File: src/rtl/vram_arbiter_if.sv
// VRAM a-port arbitration bundle: CPU and DMA requesters,
// vblank gating and the registered VRAM a-port.
interface vram_arbiter_if;
  logic        cpu_req;
  logic [12:0] cpu_addr;
  logic [31:0] cpu_wrdata;
  logic [7:0]  cpu_wrsel;
  logic        cpu_wren;
  logic        cpu_ack;
  logic [31:0] cpu_rddata;
  logic        cpu_rdvalid;

  logic        dma_req;
  logic [12:0] dma_addr;
  logic [31:0] dma_wrdata;
  logic [7:0]  dma_wrsel;
  logic        dma_wren;
  logic        dma_ack;
  logic [31:0] dma_rddata;
  logic        dma_rdvalid;

  logic        dma_vblank_only;
  logic        vblank;

  logic [12:0] vram_addr;
  logic [31:0] vram_wrdata;
  logic [7:0]  vram_wrsel;
  logic        vram_wren;
  logic [31:0] vram_rddata;

  modport slave (
    input  cpu_req, cpu_addr, cpu_wrdata,
    input  cpu_wrsel, cpu_wren,
    output cpu_ack, cpu_rddata, cpu_rdvalid,
    input  dma_req, dma_addr, dma_wrdata,
    input  dma_wrsel, dma_wren,
    output dma_ack, dma_rddata, dma_rdvalid,
    input  dma_vblank_only, vblank,
    output vram_addr, vram_wrdata,
    output vram_wrsel, vram_wren,
    input  vram_rddata
  );

  modport master (
    output cpu_req, cpu_addr, cpu_wrdata,
    output cpu_wrsel, cpu_wren,
    input  cpu_ack, cpu_rddata, cpu_rdvalid,
    output dma_req, dma_addr, dma_wrdata,
    output dma_wrsel, dma_wren,
    input  dma_ack, dma_rddata, dma_rdvalid,
    output dma_vblank_only, vblank,
    input  vram_addr, vram_wrdata,
    input  vram_wrsel, vram_wren,
    output vram_rddata
  );
endinterface

File: src/rtl/vram_arbiter.sv
// CPU/DMA arbiter for the VRAM a-port: fixed CPU priority,
// DMA starvation guard, optional vblank-only DMA.
module vram_arbiter #(
  parameter int unsigned STARVE_LIMIT = 4
) (
  input  logic           clk,
  input  logic           reset,
  vram_arbiter_if.slave  bus
);

  localparam logic [3:0] LIMIT = 4'(STARVE_LIMIT);

  logic        run_q;
  logic [3:0]  starve_q, starve_d;
  logic [12:0] addr_q, addr_d;
  logic [31:0] wrdata_q, wrdata_d;
  logic [7:0]  wrsel_q, wrsel_d;
  logic        wren_q, wren_d;
  logic        rd_v1_q, rd_v1_d;
  logic        rd_own_q, rd_own_d;
  logic        cpu_rdv_q, cpu_rdv_d;
  logic        dma_rdv_q, dma_rdv_d;

  logic dma_elig;
  logic starve_hit;
  logic cpu_gnt;
  logic dma_gnt;

  always_comb begin
    dma_elig   = bus.dma_req &&
                 (!bus.dma_vblank_only || bus.vblank);
    starve_hit = (starve_q == LIMIT) && dma_elig;
    cpu_gnt    = run_q && bus.cpu_req && !starve_hit;
    dma_gnt    = run_q && dma_elig &&
                 (starve_hit || !bus.cpu_req);
  end

  always_comb begin
    addr_d   = addr_q;
    wrdata_d = wrdata_q;
    wrsel_d  = wrsel_q;
    wren_d   = 1'b0;
    rd_v1_d  = 1'b0;
    rd_own_d = rd_own_q;
    unique case (1'b1)
      cpu_gnt: begin
        addr_d   = bus.cpu_addr;
        wrdata_d = bus.cpu_wrdata;
        wrsel_d  = bus.cpu_wrsel;
        wren_d   = bus.cpu_wren;
        rd_v1_d  = !bus.cpu_wren;
        rd_own_d = 1'b0;
      end
      dma_gnt: begin
        addr_d   = bus.dma_addr;
        wrdata_d = bus.dma_wrdata;
        wrsel_d  = bus.dma_wrsel;
        wren_d   = bus.dma_wren;
        rd_v1_d  = !bus.dma_wren;
        rd_own_d = 1'b1;
      end
      default: ;
    endcase
  end

  // owner stage: rdvalid lands with the VRAM's registered read data
  always_comb begin
    cpu_rdv_d = rd_v1_q && !rd_own_q;
    dma_rdv_d = rd_v1_q && rd_own_q;
  end

  always_comb begin
    starve_d = starve_q;
    if (!run_q || !dma_elig || dma_gnt)
      starve_d = '0;
    else if (starve_q < LIMIT)
      starve_d = starve_q + 4'd1;
  end

  always_ff @(posedge clk or negedge reset) begin
    if (!reset) begin
      run_q     <= 1'b0;
      starve_q  <= '0;
      addr_q    <= '0;
      wrdata_q  <= '0;
      wrsel_q   <= '0;
      wren_q    <= 1'b0;
      rd_v1_q   <= 1'b0;
      rd_own_q  <= 1'b0;
      cpu_rdv_q <= 1'b0;
      dma_rdv_q <= 1'b0;
    end else begin
      run_q     <= 1'b1;
      starve_q  <= starve_d;
      addr_q    <= addr_d;
      wrdata_q  <= wrdata_d;
      wrsel_q   <= wrsel_d;
      wren_q    <= wren_d;
      rd_v1_q   <= rd_v1_d;
      rd_own_q  <= rd_own_d;
      cpu_rdv_q <= cpu_rdv_d;
      dma_rdv_q <= dma_rdv_d;
    end
  end

  assign bus.cpu_ack     = cpu_gnt;
  assign bus.dma_ack     = dma_gnt;
  assign bus.cpu_rddata  = bus.vram_rddata;
  assign bus.dma_rddata  = bus.vram_rddata;
  assign bus.cpu_rdvalid = cpu_rdv_q;
  assign bus.dma_rdvalid = dma_rdv_q;
  assign bus.vram_addr   = addr_q;
  assign bus.vram_wrdata = wrdata_q;
  assign bus.vram_wrsel  = wrsel_q;
  assign bus.vram_wren   = wren_q;

endmodule

File: src/flat_wrapper.sv
// flat-port wrapper written by rule: the top's interface ports become plain ports
module vram_arbiter_flat 
#(
  parameter int unsigned STARVE_LIMIT = 4
)
  (clk, reset, bus_cpu_req, bus_cpu_addr, bus_cpu_wrdata, bus_cpu_wrsel, bus_cpu_wren, bus_cpu_ack, bus_cpu_rddata, bus_cpu_rdvalid, bus_dma_req, bus_dma_addr, bus_dma_wrdata, bus_dma_wrsel, bus_dma_wren, bus_dma_ack, bus_dma_rddata, bus_dma_rdvalid, bus_dma_vblank_only, bus_vblank, bus_vram_addr, bus_vram_wrdata, bus_vram_wrsel, bus_vram_wren, bus_vram_rddata);
  vram_arbiter_if bus_i ();
  input  logic clk;
  input  logic reset;
  input wire logic [$bits(bus_i.cpu_req)-1:0] bus_cpu_req;
  input wire logic [$bits(bus_i.cpu_addr)-1:0] bus_cpu_addr;
  input wire logic [$bits(bus_i.cpu_wrdata)-1:0] bus_cpu_wrdata;
  input wire logic [$bits(bus_i.cpu_wrsel)-1:0] bus_cpu_wrsel;
  input wire logic [$bits(bus_i.cpu_wren)-1:0] bus_cpu_wren;
  output wire logic [$bits(bus_i.cpu_ack)-1:0] bus_cpu_ack;
  output wire logic [$bits(bus_i.cpu_rddata)-1:0] bus_cpu_rddata;
  output wire logic [$bits(bus_i.cpu_rdvalid)-1:0] bus_cpu_rdvalid;
  input wire logic [$bits(bus_i.dma_req)-1:0] bus_dma_req;
  input wire logic [$bits(bus_i.dma_addr)-1:0] bus_dma_addr;
  input wire logic [$bits(bus_i.dma_wrdata)-1:0] bus_dma_wrdata;
  input wire logic [$bits(bus_i.dma_wrsel)-1:0] bus_dma_wrsel;
  input wire logic [$bits(bus_i.dma_wren)-1:0] bus_dma_wren;
  output wire logic [$bits(bus_i.dma_ack)-1:0] bus_dma_ack;
  output wire logic [$bits(bus_i.dma_rddata)-1:0] bus_dma_rddata;
  output wire logic [$bits(bus_i.dma_rdvalid)-1:0] bus_dma_rdvalid;
  input wire logic [$bits(bus_i.dma_vblank_only)-1:0] bus_dma_vblank_only;
  input wire logic [$bits(bus_i.vblank)-1:0] bus_vblank;
  output wire logic [$bits(bus_i.vram_addr)-1:0] bus_vram_addr;
  output wire logic [$bits(bus_i.vram_wrdata)-1:0] bus_vram_wrdata;
  output wire logic [$bits(bus_i.vram_wrsel)-1:0] bus_vram_wrsel;
  output wire logic [$bits(bus_i.vram_wren)-1:0] bus_vram_wren;
  input wire logic [$bits(bus_i.vram_rddata)-1:0] bus_vram_rddata;
  assign bus_i.cpu_req = bus_cpu_req;
  assign bus_i.cpu_addr = bus_cpu_addr;
  assign bus_i.cpu_wrdata = bus_cpu_wrdata;
  assign bus_i.cpu_wrsel = bus_cpu_wrsel;
  assign bus_i.cpu_wren = bus_cpu_wren;
  assign bus_cpu_ack = bus_i.cpu_ack;
  assign bus_cpu_rddata = bus_i.cpu_rddata;
  assign bus_cpu_rdvalid = bus_i.cpu_rdvalid;
  assign bus_i.dma_req = bus_dma_req;
  assign bus_i.dma_addr = bus_dma_addr;
  assign bus_i.dma_wrdata = bus_dma_wrdata;
  assign bus_i.dma_wrsel = bus_dma_wrsel;
  assign bus_i.dma_wren = bus_dma_wren;
  assign bus_dma_ack = bus_i.dma_ack;
  assign bus_dma_rddata = bus_i.dma_rddata;
  assign bus_dma_rdvalid = bus_i.dma_rdvalid;
  assign bus_i.dma_vblank_only = bus_dma_vblank_only;
  assign bus_i.vblank = bus_vblank;
  assign bus_vram_addr = bus_i.vram_addr;
  assign bus_vram_wrdata = bus_i.vram_wrdata;
  assign bus_vram_wrsel = bus_i.vram_wrsel;
  assign bus_vram_wren = bus_i.vram_wren;
  assign bus_i.vram_rddata = bus_vram_rddata;
  vram_arbiter #(.STARVE_LIMIT(STARVE_LIMIT)) u_core (.clk(clk), .reset(reset), .bus(bus_i));
endmodule
File: config.mk
export PLATFORM = sky130hd
export DESIGN_NAME = vram_arbiter_flat
export DESIGN_NICKNAME = d
export VERILOG_FILES = /design/src/rtl/vram_arbiter_if.sv /design/src/rtl/vram_arbiter.sv /design/src/flat_wrapper.sv
export SDC_FILE = /design/constraint.sdc
export NUM_CORES = 1
export LEC_CHECK = 0
export CORE_MARGIN = 5
export CORE_UTILIZATION = 38
export DETAILED_ROUTE_END_ITERATION = 10
export PLACE_DENSITY = 0.8
export SLEW_MARGIN = 20
export SYNTH_ARGS = -nofsm -noshare
export SYNTH_HDL_FRONTEND = slang
export SYNTH_SLANG_ARGS = --single-unit
File: constraint.sdc
create_clock -name clk -period 2.2 [get_ports clk]
set_input_delay 0.44 -clock clk [delete_from_list [all_inputs] [get_ports clk]]
set_output_delay 0.44 -clock clk [all_outputs]
set_load 0.01 [all_outputs]
==> metrics, run 1 <==
clock sinks 63; multi-input logic area 1930 sq um; Syn Inst Count 432; Core ar. 10900 sq um; FF-to-FF End u_core.bus.vram_addr[3]; final setup fails 0; Int Power 3030 uW; port bufs 171; antenna cells 0; sequential group share of total power 0.342; flop-to-flop setup slack 0.21 ns; first-pass GRT wire length 21.5 mm; status complete, no violations; vias 4054; Critical Path, Cell by Cell inv_1 -> ha_2 -> and3b_2 -> buf_12 -> a31oi_4 -> and2_1 -> buf_2; area delta synth->final 41.0%; CP max-delay cell dfrtp_1; DRC 0; Slew Viols, Final 0; Synth Cell Area 4280 sq um; slowest stage delay, CP 0.38 ns; Final WS setup 0.0485 ns; Final Cycle Share 0.978; clock skew 0.00515 ns; CP endpoint bus_cpu_ack; Clock Tree Root clkbuf_16; TNS Setup 0 ns; DIE WIDTH 116 um; Worst R2R Start u_core.starve_q[1]; Comb pwr share 0.280; CTS tree built; register area share after synthesis 0.369; post-route ant nets 0; switch share 0.265; Final Hold Viols 0; FP Rows 38; net switching power 1090 uW; Lkg Pwr 0.00234 uW; Syn Nets 580; Critical Path AT 1.71 ns; CP Buf/Inv Count 3; largest net degree at the start of global routing 58; die height 116 um; share of cells above drive strength 1 0.198; NumNets Final 673; max_cap viols 0; Slew headroom 0.558; H-tree levels 3; worst-case clock buffer depth 2; GRT Total Usage 0.199; Routed WL 14.2 mm; Setup Crit Path Kind reg -> out; RSZ-0062 raised after global routing no; PD cells 683 nW/um^2; measured slew at the worst slew-check pin 0.662 ns; clock network fraction of total power 0.378; WP depth 7; Yosys warning count 0; post-DR vias/cell 6.05; vias in the first global route 4232; initial antenna violation count 0; Skew-Pair Late Insertion Delay 0.31 ns; worst slack at placement -0.306 ns; R2R depth 8; Synth Area per Inst 9.90 sq um; Peak supply drop 0.000397 V; Initial Util 0.391; Clk pin slew, worst setup/hold paths 0.06 ns; Pre-Repair DR Iteration Count 5; drt initial violations 434; Reg area 1580 sq um; worst path required time 1.76 ns; max frequency 0.465 GHz; total grt overflow 0; fillers 975; Worst Path Max Fanout 3; CTS Buf Count 9; number of library cell types mapped by synthesis 36; Seq cells post-synth 63; Hold WC Path Type in -> async; Crit path max-delay family flip-flops; wire per inst 21.1 um; DP Wirelength 9.42 mm; endpoint class of the critical path output port; Setup crit start u_core.starve_q[1]; die area 13500 sq um; I/O Pins 268; gpl congestion 0.853; Tmin final 2.15 ns; startpoint types flop
## stage by stage
| stage | area, sq um | cells | util | power [uW] | hold WS (ns) |
|---|---|---|---|---|---|
| 6_report | 6030 | 670 | 0.552 | 4120 | 0.153 |
| 5_1_grt | 6030 | 670 | 0.552 | 4290 | 0.184 |
| 4_1_cts | 5990 | 667 | 0.548 | 4140 | 0.152 |
| 3_5_place_dp | 5640 | 650 | 0.515 | 2570 | 0.457 |
| 3_3_place_gp | 5640 | 650 | 0.515 | 2540 | 0.436 |
| 2_1_floorplan | 4280 | 432 | - | 2000 | 0.144 |
## repair_timing
item                       4_1_cts  5_1_grt
hold buffers                     0        0
buffers inserted                 1        2
gates resized for setup          5        5
pin swaps                        1        0
setup endpoints to repair        2        2
## flip-flops by register name, indices dropped and copies added, names as in the netlist
signal / flops
u_core.rd_v1_q: 1
u_core.starve_q: 4
u_core.bus.cpu_rdvalid: 1
u_core.bus.vram_wrdata: 32
u_core.bus.vram_wrsel: 8
u_core.bus.vram_addr: 13
u_core.bus.vram_wren: 1
u_core.run_q: 1
u_core.bus.dma_rdvalid: 1
u_core.rd_own_q: 1
## synth_stat cells, drive strengths merged
cell,instances,area [sq um]
a2111oi,1,8.76
a21boi,1,7.51
a21oi,3,15.0
a311oi,1,8.76
a31oi,1,6.26
and2,3,18.8
and3b,1,8.76
buf,93,704
clkbuf,24,92.6
conb,1,3.75
dfrtp,63,1580
ha,2,25.0
inv,5,18.8
mux2i,1,10.0
nand2,2,7.51
nand2b,1,6.26
nand3,53,265
nand3b,1,7.51
nor2,1,3.75
nor2b,2,12.5
nor3,4,20.0
nor3b,1,12.5
o2111ai,54,473
o211a,1,10.0
o211ai,53,643
o21a,2,15.0
o21ai,54,270
o311ai,1,8.76
or3b,1,8.76
xnor2,1,8.76
## layout make-up
cell class	count	area share
repair buffers	199	0.332
multi-input cells	247	0.321
flip-flops and latches	63	0.261
clock buffers	13	0.0431
well taps	140	0.0290
clock inverters	3	0.0108
inverters	5	0.00311
## power by group through the flow
| stage | Combinational (uW) | Sequential (uW) | Clock (uW) |
|---|---|---|---|
| 2_1_floorplan | 512 | 1490 | 0 |
| 3_3_place_gp | 1120 | 1420 | 0 |
| 3_5_place_dp | 1140 | 1430 | 0 |
| 4_1_cts | 1150 | 1410 | 1580 |
| 5_1_grt | 1230 | 1430 | 1630 |
| 6_report | 1150 | 1410 | 1560 |
## cells in the final DEF, fill, tap and decap left out, types with 2 or more instances in the layout
cell type        Yosys  routed
inv_1                4       4
clkbuf_16            0       9
nand3_1             53      53
clkbuf_8             0       2
a21oi_1              3       3
bufinv_16            0       2
buf_12               0       6
o21ai_0             53      53
nor2b_1              2       2
clkbuf_1            22       2
and2_1               3       2
o211ai_1             4       4
o211ai_2            49      49
o2111ai_1           54      54
nand2_1              2       2
buf_2               14       2
dfrtp_1             63      63
buf_4               68      21
clkdlybuf4s50_1      0     168
nor3_1               4       4
## how the worst min path moves through the flow
stage | cells past startpoint | end
floorplan | 0 | u_core.bus.cpu_rdvalid
global placement | 1 | u_core.bus.cpu_rdvalid
detailed placement | 1 | u_core.bus.cpu_rdvalid
CTS | 1 | u_core.bus.vram_wrdata[31]
global route | 1 | u_core.bus.vram_wrdata[15]
finish | 1 | u_core.bus.vram_wrdata[15]
## worst reg2reg max path: stages, from the launching register on
cell	delay [ns]
dfrtp_1	0.40
inv_1	0.07
ha_2	0.18
and3b_2	0.22
buf_4	0.12
o211a_4	0.17
buf_4	0.12
buf_4	0.39
o211ai_1	0.17
## cells by family after synthesis
logic type      after synthesis  synth area share
compound gates              172             0.343
buf+inv                     122             0.191
simple gates                 70            0.0869
flops                        63             0.369
fa+ha+maj                     2           0.00585
other cells                   1          0.000877
xor+xnor                      1           0.00205
mux                           1           0.00234
## routing by layer
metal	track usage	routed length, um	vias up
li1	-	-	1782
met1	0.244	5300	1979
met2	0.333	7130	241
met3	0.0518	1280	52
met4	0.0858	452	0
met5	0	0	-
No activity file was read; power rests on OpenSTA's default activity.
==> run 2: changes to the inputs <==
SLEW_MARGIN = 0   (was 20)
==> run 2 against run 1 <==
Compared with the run above: non-clock buffer count shrank 1; critical path depth stayed put; sequential cell count did not move; sequential share of layout area is essentially flat; clock skew increased by 0.0033 ns; cell area shrank 0.19%; cell count unchanged; count of clock-buffer cells in the layout stayed put; largest cell class unchanged; largest power group unchanged; highest routed layer unchanged.
==> metrics, run 2 (synthesis results as in run 1) <==
Hold WC Path Type in -> async; Worst Path Max Fanout 3 (unchanged); gpl congestion 0.853 (unchanged); first-pass GRT wire length 21.5 mm (unchanged); Reg area 1580 sq um (unchanged); drt initial violations 453 (+4.4%); Initial Util 0.391 (unchanged); Final WS setup 0.0436 ns (-0.00488 ns); measured slew at the worst slew-check pin 0.782 ns (+0.120 ns); Critical Path, Cell by Cell inv_1 -> ha_2 -> and3b_2 -> buf_12 -> a31oi_4 -> and2_1 -> buf_2; fillers 973 (-0.21%); top sig layer met4; flop-to-flop setup slack 0.19 ns (-0.02 ns); GRT Total Usage 0.199 (unchanged); DRC 0 (unchanged); wire per inst 21.6 um (+2.2%); die height 116 um (unchanged); Hold-fix buffers, CTS 0 (unchanged); startpoint types flop; Setup Crit Path Kind reg -> out; M1 wire length 5.51 mm (+3.9%); DP Wirelength 9.42 mm (unchanged); total grt overflow 0 (unchanged); NumNets Final 673 (unchanged); Skew-Pair Late Insertion Delay 0.32 ns (about the same); RSZ-0062 raised after global routing no; FF-to-FF End u_core.bus.vram_addr[3]; largest net degree at the start of global routing 58 (unchanged); Slew headroom 0.477 (-0.0818); CP max-delay cell dfrtp_1; I/O Pins 268 (unchanged); die area 13500 sq um (unchanged); Critical Path AT 1.72 ns (about the same); dpl cells 650 (unchanged); worst-case clock buffer depth 2 (unchanged); FP Rows 38 (unchanged); commonest non-fill, non-tap cell in the layout clkdlybuf4s50_1; max frequency 0.464 GHz (-0.23%); slowest stage delay, CP 0.38 ns (about the same); Core ar. 10900 sq um (unchanged); endpoint class of the critical path output port; worst slack at placement -0.306 ns (unchanged); Tmin final 2.16 ns (+0.00488 ns); Worst R2R Start u_core.starve_q[1]; CP Buf/Inv Count 3 (unchanged); post-DR vias/cell 6.10 (+0.84%); Final Cycle Share 0.980 (+0.00222); Largest register FFs 32 (unchanged); max_cap viols 0 (unchanged); vias 4088 (+0.84%); Peak supply drop 0.000392 V (-1.2%); R2R depth 8 (unchanged); CTS tree built; DR WL met3 1.35 mm (+5.5%); port bufs 171 (unchanged); worst path required time 1.76 ns (about the same); area delta synth->final 40.7%; Routed WL 14.5 mm (+2.2%); final cell count without fillers 670 (unchanged); clock sinks 63 (unchanged); antenna cells 0 (unchanged); Clk pin slew, worst setup/hold paths 0.06 ns (about the same); TNS Setup 0 ns (unchanged); Hold Worst Slack 0.151 ns (-0.00246 ns); PD cells 684 nW/um^2 (+0.11%); H-tree levels 3 (unchanged); Pre-Repair DR Iteration Count 7 (+2); share of cells above drive strength 1 0.198 (unchanged); DIE WIDTH 116 um (unchanged); multi-input logic area 1950 sq um (+0.84%); wire length on met2 7.21 mm (+1.1%); post-route ant nets 0 (unchanged); Crit path max-delay family flip-flops; Lkg Pwr 0.00233 uW (-0.42%); most frequent cells in the layout 168 x clkdlybuf4s50_1, 63 x dfrtp_1, 54 x o2111ai_1; CTS Buf Count 9 (unchanged); Final Hold Viols 0 (unchanged); final setup fails 0 (unchanged); Clock Tree Root clkbuf_16; status complete, no violations; initial antenna violation count 0 (unchanged); Slew Viols, Final 0 (unchanged); clock skew 0.00843 ns (+0.00328 ns); vias in the first global route 4232 (unchanged)
[run 2: cell types whose count changed in the layout (fill, tap and decap cells not counted), sizes merged]
cell | before | now
o21ai | 54 | 55
buf | 30 | 29
[run 2: what timing repair did]
action | in CTS | in global routing
setup endpoints to repair | 2 | 55
buffers inserted | 1 | 2
pin swaps | 1 | 1
gates cloned | 0 | 1
resized for setup | 5 | 6
[run 2: final cells by class]
cell class                      count  area share
Timing Repair Buffer              198       0.328
Multi-Input combinational cell    248       0.324
Tap cell                          140      0.0291
Sequential cell                    63       0.262
Clock buffer                       13      0.0432
Inverter                            5     0.00312
Clock inverter                      3      0.0108
[run 2: worst max-delay path by stage]
| stage | start | end | slack (ns) | cells past startpoint |
|---|---|---|---|---|
| 2_1_floorplan | u_core.starve_q[0] | bus_cpu_ack | 0.46 | 6 |
| 3_3_place_gp | bus_cpu_req | u_core.bus.vram_wrsel[5] | -0.21 | 5 |
| 3_5_place_dp | bus_cpu_req | u_core.bus.vram_addr[12] | -0.31 | 5 |
| 4_1_cts | u_core.starve_q[1] | bus_cpu_ack | -0.12 | 7 |
| 5_1_grt | u_core.starve_q[1] | bus_cpu_ack | 0.007 | 7 |
| 6_report | u_core.starve_q[1] | bus_cpu_ack | 0.04 | 7 |
[run 2: per-layer routing]
layer / GRT usage / up-vias
met5: 0 / -
met3: 0.0518 / 53
met1: 0.244 / 1985
met2: 0.333 / 264
li1: - / 1786
met4: 0.0858 / 0
[run 2: metrics by stage]
stage           util  total power, uW  area [sq um]
4_1_cts        0.548             4140          5990
2_1_floorplan      -             2000          4280
3_3_place_gp   0.515             2540          5640
5_1_grt        0.551             4290          6020
6_report       0.551             4120          6020
3_5_place_dp   0.515             2570          5640
[run 2: report_power, final]
part	leakage [uW]	switching, uW	internal (uW)	total [uW]
logic	0.00140	507	646	1150
clock network	0.000160	502	1050	1550
registers	0.000776	86.8	1320	1410
==> run 3: changes to the inputs <==
ABC_AREA = 1   (was not set)
CORE_UTILIZATION = 36   (was 38)
PLACE_DENSITY = 0.78   (was 0.8)
==> run 3 against run 2 <==
Compared with the run above: critical path depth unchanged; register-to-register slack improved by 0.18 ns; combinational power decreased by 17%; sequential cell count unchanged; core utilization decreased by 3.9 points; critical path type unchanged.
==> metrics, run 3 <==
number of library cell types mapped by synthesis 19 (-47%); Clock Tree Root clkbuf_8; post-route ant nets 0 (unchanged); Comb pwr share 0.288 (+0.008); gpl congestion 0.858 (+0.60%); Syn Nets 714 (+23%); Worst Path Max Fanout 4 (+1); overall power 3310 uW (-20%); vias 3733 (-8.7%); commonest non-fill, non-tap cell in the layout clkdlybuf4s50_1; Clk pin slew, worst setup/hold paths 0.07 ns (about the same); PD cells 600 nW/um^2 (-12%); DRC 0 (unchanged); Routed WL 10.8 mm (-25%); Post-synth top cells 167 x nand2_1, 116 x inv_1, 108 x nand3_1; H-tree levels 3 (unchanged); post-synthesis async set-or-reset flop share 1.00 (unchanged); post-DR vias/cell 4.57 (-25%); CP dominant cell by count inv_1; Slew Viols, Final 0 (unchanged); startpoint types flop; Synth Cell Area 3950 sq um (-7.7%); Largest register FFs 32 (unchanged); Core ar. 10800 sq um (-1.3%); share of cells above drive strength 1 0.0533 (-0.145); Slew headroom 0.607 (+0.131); adder-cell share of the synthesized area 0.00634 (+0.000487); post-place instance area 5310 sq um (-5.8%); EDFF count, synth 0 (unchanged); final setup fails 0 (unchanged); register area share after synthesis 0.399 (+0.0307); wire per inst 13.3 um (-39%); FP Rows 38 (unchanged); Syn Inst Count 566 (+31%); count leader, synth nand2_1; Final Cycle Share 0.958 (-0.0218); Peak supply drop 0.000282 V (-28%); DP Wirelength 8.12 mm (-14%); vias in the first global route 3685 (-13%); Yosys warning count 0 (unchanged); slowest stage delay, CP 0.39 ns (about the same); switch share 0.277 (+0.0113); post-synthesis simple-gate area fraction 0.308 (+0.221); Tmin final 2.11 ns (-0.0479 ns); worst path required time 1.76 ns (about the same); clock network fraction of total power 0.293 (-0.085); clock sinks 63 (unchanged); status complete, no violations; Pre-Repair DR Iteration Count 4 (-3); most frequent cells in the layout 168 x clkdlybuf4s50_1, 167 x nand2_1, 116 x inv_1; top_reg_cell synth dfrtp_1; port bufs 171 (unchanged); Critical Path AT 1.67 ns (-0.05 ns); sequential group share of total power 0.419 (+0.077); Lkg Pwr 0.00298 uW (+28%); initial antenna violation count 0 (unchanged); design area 5520 sq um (-8.4%); Int Power 2390 uW (-21%); measured slew at the worst slew-check pin 0.589 ns (-0.193 ns); Critical Path, Cell by Cell inv_1 -> ha_1 -> nand3_2 -> o21bai_4 -> nand2_2 -> inv_1 -> clkdlybuf4s15_1; die height 115 um (-1.2%); complex-gate fraction of the synthesized area 0.0108 (-0.332); area delta synth->final 39.7%; flop-to-flop setup slack 0.37 ns (+0.18 ns); main combinational cell family by area after synthesis simple AND/OR/NAND/NOR gates; total grt overflow 0 (unchanged); Setup Crit Path Kind reg -> out; GRT Total Usage 0.162 (-0.0371); I/O Pins 268 (unchanged); Crit path max-delay family buffers and inverters; Synth top area share 0.399 (+0.0307); Synth area leader dfrtp_1; Hold-fix buffers, CTS 0 (unchanged); max frequency 0.474 GHz (+2.3%); Initial Util 0.366 (-0.0253); Synth Area per Inst 6.98 sq um (-30%); synthesized-area fraction occupied by xor and xnor cells 0.00222 (+0.000171); Layout Utilization 0.511 (-0.0393); antenna cells 0 (unchanged); drt initial violations 206 (-55%); worst slack at placement -0.193 ns (+0.113 ns); Seq cells post-synth 63 (unchanged); CP max-delay cell dfrtp_1; net switching power 918 uW (-16%); worst-case clock buffer depth 2 (unchanged); NumNets Final 819 (+22%); ranking of synthesized cells by area dfrtp_1 40%, nand2_1 16%, nand3_1 14%; CTS tree built; first-pass GRT wire length 17.3 mm (-20%); Skew-Pair Late Insertion Delay 0.33 ns (about the same); largest net degree at the start of global routing 64 (+10%); die area 13200 sq um (-2.3%); Final Hold Viols 0 (unchanged); Hold WC Path Type in -> async; endpoint class of the critical path output port; max_cap viols 0 (unchanged); mux cell area share after synthesis 0 (-0.00234); Final WS setup 0.0915 ns (+0.0479 ns); CTS Buf Count 9 (unchanged); CP Buf/Inv Count 3 (unchanged); clock skew 0.00724 ns (-0.00118 ns); DIE WIDTH 115 um (-1.2%)
==> run 3: changes by cell type after synthesis, sizes merged, moves of 3 or more <==
cell / previous run / this run
nor3: 4 / 0
nand3: 53 / 108
inv: 5 / 117
nor2: 1 / 9
and2: 3 / 0
o2111ai: 54 / 0
buf: 93 / 81
o21ai: 54 / 1
o211ai: 53 / 0
clkbuf: 24 / 10
nand2: 2 / 169
==> run 3: layout make-up <==
cell class	count	area, sq um
fill	1048	5280
timing repair buffer	185	1820
sequential	63	1580
multi-input combinational	295	1310
inverter	117	439
tap	140	175
clock buffer	12	145
clock inverter	4	45.0
==> run 3: kinds of logic (layout without fill, tap and decap cells) <==
kind of cell,Yosys count,count (layout)
other cells,1,1
buf+inv,208,318
fa+ha+maj,2,2
compound gates,5,5
simple gates,286,286
flops,63,63
xor+xnor,1,1
==> run 3: worst paths after layout <==
kind,depth (start not counted),end,start
hold reg to reg,1,u_core.bus.cpu_rdvalid,u_core.rd_own_q
setup / recovery,7,bus_dma_ack,u_core.starve_q[0]
setup reg to reg,9,u_core.bus.vram_wrdata[18],u_core.starve_q[0]
hold / removal,2,u_core.bus.vram_wrdata[6],reset
max in group asynchronous,2,u_core.bus.vram_wrdata[30],reset
min in group clk,1,u_core.bus.cpu_rdvalid,u_core.rd_own_q
==> run 3: power groups by stage <==
stage | combinational (uW) | sequential (uW) | clock (uW)
finish | 954 | 1390 | 970
detailed placement | 963 | 1410 | 0
floorplan | 409 | 1470 | 0
global placement | 948 | 1400 | 0
CTS | 967 | 1390 | 1010
global route | 1040 | 1400 | 1070
==> run 3: through the flow <==
stage                     hold slack, ns  setup TNS (ns)  std cells
after floorplan                    0.144               0        566
after global placement             0.435          -0.339        798
after detailed placement           0.444          -0.360        798
after CTS                          0.104               0        815
after global routing               0.121        -0.00309        816
final                             0.0995               0        816
==> run 3: what timing repair did <==
action	CTS	global route
resized for setup	3	1
setup endpoints to repair	2	1
gates cloned	0	0
pin swaps	1	1
setup buffers	1	1
==> run 3: per-layer routing <==
layer  part of all wire  GRT usage  vias up
met1               0.39      0.184     1747
met2               0.50      0.280      134
met5                  0          0        -
li1                   -          -     1823
met3              0.081     0.0463       29
met4              0.027     0.0822        0
==> patch 1 (settings of run 3) <==
`addr_q` no longer has a reset.
--- a/src/rtl/vram_arbiter.sv
+++ b/src/rtl/vram_arbiter.sv
@@ -82,5 +82,4 @@
       run_q     <= 1'b0;
       starve_q  <= '0;
-      addr_q    <= '0;
       wrdata_q  <= '0;
       wrsel_q   <= '0;
@@ -93,5 +92,4 @@
       run_q     <= 1'b1;
       starve_q  <= starve_d;
-      addr_q    <= addr_d;
       wrdata_q  <= wrdata_d;
       wrsel_q   <= wrsel_d;
@@ -102,4 +100,8 @@
       dma_rdv_q <= dma_rdv_d;
     end
+  end
+
+  always_ff @(posedge clk) begin
+    addr_q <= addr_d;
   end
 
Behaviour: differs if reset is asserted again (counterexample within 4 cycles, from zero or initial values and one cycle with reset low); with reset held inactive, the same outputs for 10 cycles.
==> patch 1 against run 3 <==
- area after synthesis fell by 4.7%
- design area down 2.8%
- largest cell class unchanged
- worst setup slack gained 0.049 ns
- final cell count is 6.7% lower
- routed wire length rose by 2.8%
- count of clock-buffer cells in the layout shrank 3
- total power is 1.7% lower
- combinational power fell by 10%
- sequential cell count is the same
- global-route usage is 1.3 points higher
- die area decreased by 4.3%
==> patch 1: results (changes against run 3) <==
Crit Path Class: in2out (was reg2out)
Clk cell area share: 3.663% (was 3.447%)
Status: finished clean (unchanged)
All-Layer GR Usage: 17.51% (was 16.23%)
Filler cells: 979 (was 1048)
Synth cell types: 20 (was 19)
Via count: 3440 (was 3733)
First-pass GRT wire length: 18.04 mm (was 17.25 mm)
Synth top cells by count: nand2_1, inv_1, nand3_1 (unchanged)
R2R Setup Slk: 0.39 ns (was 0.37 ns)
Repair and plain buffers: 186 (was 185)
CP Launch Point: bus_dma_vblank_only (was u_core.starve_q[0])
Worst R2R End: u_core.bus.vram_wrsel[3] (was u_core.bus.vram_wrdata[18])
Crit path capture: bus_cpu_ack (was bus_dma_ack)
Initial DRT Pass Iterations: 7 (was 4)
Largest net degree at the start of global routing: 56 (was 64)
Worst EP arrival: 1.62 ns (was 1.67 ns)
Number of global-route vias before repair: 3534 (was 3685)
Ys async rst share: 79.37% (was 100.0%)
Skew final: 0.008862 ns (was 0.007245 ns)
Worst hold margin: 0.1086 ns (was 0.09946 ns)
Nonclk inv count: 91 (was 117)
Sequential cell area fraction in the yosys report: 43.63% (was 39.92%)
Layout cells sized above 1: 6.400% (was 5.325%)
Max-slew headroom: 59.55% (was 60.72%)
M2 GR Usage: 32.50% (was 27.98%)
Routed met2 length: 5.844 mm (was 5.438 mm)
Initial DRC count: 214 (was 206)
Signal buf overhead: 34.20% (was 33.04%)
Post-synthesis xor/xnor area fraction: 0.2328% (was 0.2218%)
Placer Congestion: 0.8630 (was 0.8584)
Setup WS pre-CTS: -0.2643 ns (was -0.1931 ns)
Dpl hpwl: 8.652 mm (was 8.122 mm)
Post-Synth Adder-Cell Area: 0.6651% (was 0.6337%)
Count of multi-input gates: 269 (was 295)
GRT met3 Usage: 5.337% (was 4.632%)
Placement Cell Area: 5169 µm² (was 5309 µm²)
LEAKAGE: 2.756 nW (was 2.979 nW)
Max stage delay on crit path: 0.45 ns (was 0.39 ns)
Met3 routed WL: 971 µm (was 881 µm)
EDFF count, synth: 13 (was 0)
Final WS setup: 0.1404 ns (was 0.09151 ns)
Met1 layer usage reported by global route: 19.13% (was 18.35%)
Slowest CP cell: clkdlybuf4s50_1 (was dfrtp_1)
Multi-input logic area: 1179 µm² (was 1314 µm²)
Crit Path Max Fanout: 3 (was 4)
Compound-gate portion of the synthesized area: 1.131% (was 1.077%)
Worst IR Drop VDD: 0.2937 mV (was 0.2825 mV)
Nets: 768 (was 819)
patch 1: changes by cell type after synthesis:
cell | before | now
nand2_1 | 167 | 168
buf_6 | 5 | 4
nand2_2 | 2 | 1
buf_2 | 11 | 12
clkbuf_1 | 10 | 6
inv_1 | 116 | 90
edfxtp_1 | 0 | 13
a21oi_4 | 1 | 0
nand3_1 | 108 | 82
dfrtp_1 | 63 | 50
o21bai_2 | 1 | 0
o21bai_4 | 0 | 1
a21oi_2 | 0 | 1
patch 1: what timing repair did:
action	CTS	global route
setup buffers	1	0
endpoints found under the setup margin	2	2
gates cloned	0	0
gates resized for setup	4	2
pin swaps	1	0
patch 1: where the power goes:
group | total (mW) | internal [mW] | switching [mW]
logic | 0.856 | 0.492 | 0.364
registers | 1.39 | 1.32 | 0.0689
clock network | 1.01 | 0.525 | 0.483
total | 3.26 | 2.34 | 0.916
==> patch 2 (settings of run 3) <==
Without the edit above. Make the reset (`reset`) synchronous in one clocked block.
--- a/src/rtl/vram_arbiter.sv
+++ b/src/rtl/vram_arbiter.sv
@@ -78,5 +78,5 @@
   end
 
-  always_ff @(posedge clk or negedge reset) begin
+  always_ff @(posedge clk) begin
     if (!reset) begin
       run_q     <= 1'b0;
Check against the original RTL: differs if reset is asserted again (counterexample within 4 cycles, from zero or initial values and one cycle with reset low); with reset held inactive, the same outputs for 10 cycles.
==> patch 2 against run 3 <==
- area after synthesis fell by 4.4%
- critical path depth decreased by 1
- sequential cell count unchanged
- count of clock-buffer cells in the layout down 1
- design area shrank 3.7%
- routed wire length is 1.8% lower
- total power down 4.4%
- non-clock buffer count is 4 lower
- worst setup slack lost 0.023 ns
- synthesized cell count increased by 2.7%
- critical path type is now in2out
- largest power group unchanged
==> patch 2: results (changes against run 3) <==
Largest net degree at the start of global routing: 72 (was 64)
HP Class: reg2reg (was in2async)
Met3 routed WL: 905 µm (was 881 µm)
Post-CTS Setup Inserts: 0 (was 1)
Repair and plain buffers: 181 (was 185)
Post-placement cell count: 793 (was 798)
Worst EP arrival: 1.69 ns (was 1.67 ns)
Syn Area/Cell: 6.499 µm² (was 6.977 µm²)
Layout cells sized above 1: 4.903% (was 5.325%)
Nonclk inv count: 62 (was 117)
First-pass GRT wire length: 17.44 mm (was 17.25 mm)
Filler cells: 1021 (was 1048)
Signal buf overhead: 34.20% (was 33.04%)
Routed met2 length: 4.952 mm (was 5.438 mm)
LEAKAGE: 2.261 nW (was 2.979 nW)
Vias/cell: 4.674 (was 4.575)
GRT met3 Usage: 6.415% (was 4.632%)
Compound-gate portion of the synthesized area: 15.44% (was 1.077%)
Skew final: 0.01139 ns (was 0.007245 ns)
Syn_nets: 729 (was 714)
Detailed-route wire length: 10.63 mm (was 10.82 mm)
Ranking of synthesized cells by area: dfxtp_1, buf_4, nor2_1, a21oi_1, nand3_1 (was dfrtp_1, nand2_1, nand3_1, buf_4, inv_1)
Placer Congestion: 0.8150 (was 0.8584)
# clk buffers: 11 (was 12)
Number of global-route vias before repair: 3677 (was 3685)
DRT met1 WL: 4.411 mm (was 4.204 mm)
Nets: 816 (was 819)
Ys async rst share: 0% (was 100.0%)
Initial DRC count: 186 (was 206)
Post-Synth Adder-Cell Area: 0.6627% (was 0.6337%)
Post-synth top area cell: dfxtp_1 (was dfrtp_1)
Synth top cells by count: nor2_1, buf_4, dfxtp_1 (was nand2_1, inv_1, nand3_1)
Fraction of area in multi-input gates: 30.13% (was 23.81%)
Count of multi-input gates: 351 (was 295)
Clk cell area share: 4.355% (was 3.447%)
Post-synthesis xor/xnor area fraction: 0.2319% (was 0.2218%)
Worst IR Drop VDD: 0.3686 mV (was 0.2825 mV)
Via count: 3781 (was 3733)
Met1 layer usage reported by global route: 20.14% (was 18.35%)
Slew @ Worst Pin: 0.6671 ns (was 0.5892 ns)
Top layer in use: met4 (unchanged)
Status: finished clean (unchanged)
Register area: 1261 µm² (was 1577 µm²)
Synth cell types: 22 (was 19)
Sequential cell area fraction in the yosys report: 33.40% (was 39.92%)
All-Layer GR Usage: 16.58% (was 16.23%)
M2 GR Usage: 25.63% (was 27.98%)
Dpl hpwl: 7.842 mm (was 8.122 mm)
## patch 2: changes by cell type in the layout (fill, tap and decap cells not counted), sizes merged, moves of 4 or more
cell   delta
nand2   -108
dfrtp    -63
nand3    -53
a21oi    +56
inv      -55
dfxtp    +63
nor2    +108
o21ai    +52
buf       -4
## patch 2: per-stage QoR
stage	power [mW]	setup slack (ns)	area (µm²)	hold slack [ns]
after CTS	3.212	0.06166	5304	0.4438
after floorplan	1.737	0.5551	3776	0.4116
after global routing	3.347	-0.02054	5315	0.4687
final	3.166	0.06810	5315	0.4486
after detailed placement	2.046	-0.2001	5075	0.4306
after global placement	2.031	-0.1925	5075	0.4267
## patch 2: cell families after synthesis
kind of cell,count (synthesis)
DFF,63
buffers and inverters,167
xor gates and xnor gates,1
and+or+nand+nor,235
adders and majority gates,2
AOI/OAI and AO/OA,113
## patch 2: power by group
part,switching [mW],leakage [nW],internal (mW)
clock network,0.451,0.112,0.698
registers,0.0395,0.521,1.22
logic,0.331,1.63,0.424
## patch 2: final timing paths
| kind | startpoint | to | slack, ns | depth (start not counted) |
|---|---|---|---|---|
| worst max-delay path | bus_dma_vblank_only | bus_cpu_ack | 0.07 | 6 |
| worst max register to register | u_core.starve_q[1] | u_core.bus.vram_wrdata[17] | 0.33 | 8 |
| worst min-delay path | u_core.rd_v1_q | u_core.bus.dma_rdvalid | 0.45 | 2 |
| worst min register to register | u_core.rd_v1_q | u_core.bus.dma_rdvalid | 0.45 | 2 |
## patch 2: worst max-delay path: stages
cell	delay, ns
clkdlybuf4s50_1	0.47
nand2_1	0.09
nand2_4	0.11
o21bai_4	0.09
nor2_1	0.18
dlygate4sd2_1	0.30
## patch 2: what timing repair did
action | in CTS | in global routing
gates cloned | 0 | 0
gates resized for setup | 2 | 3
endpoints found under the setup margin | 2 | 2
pin swaps | 0 | 1
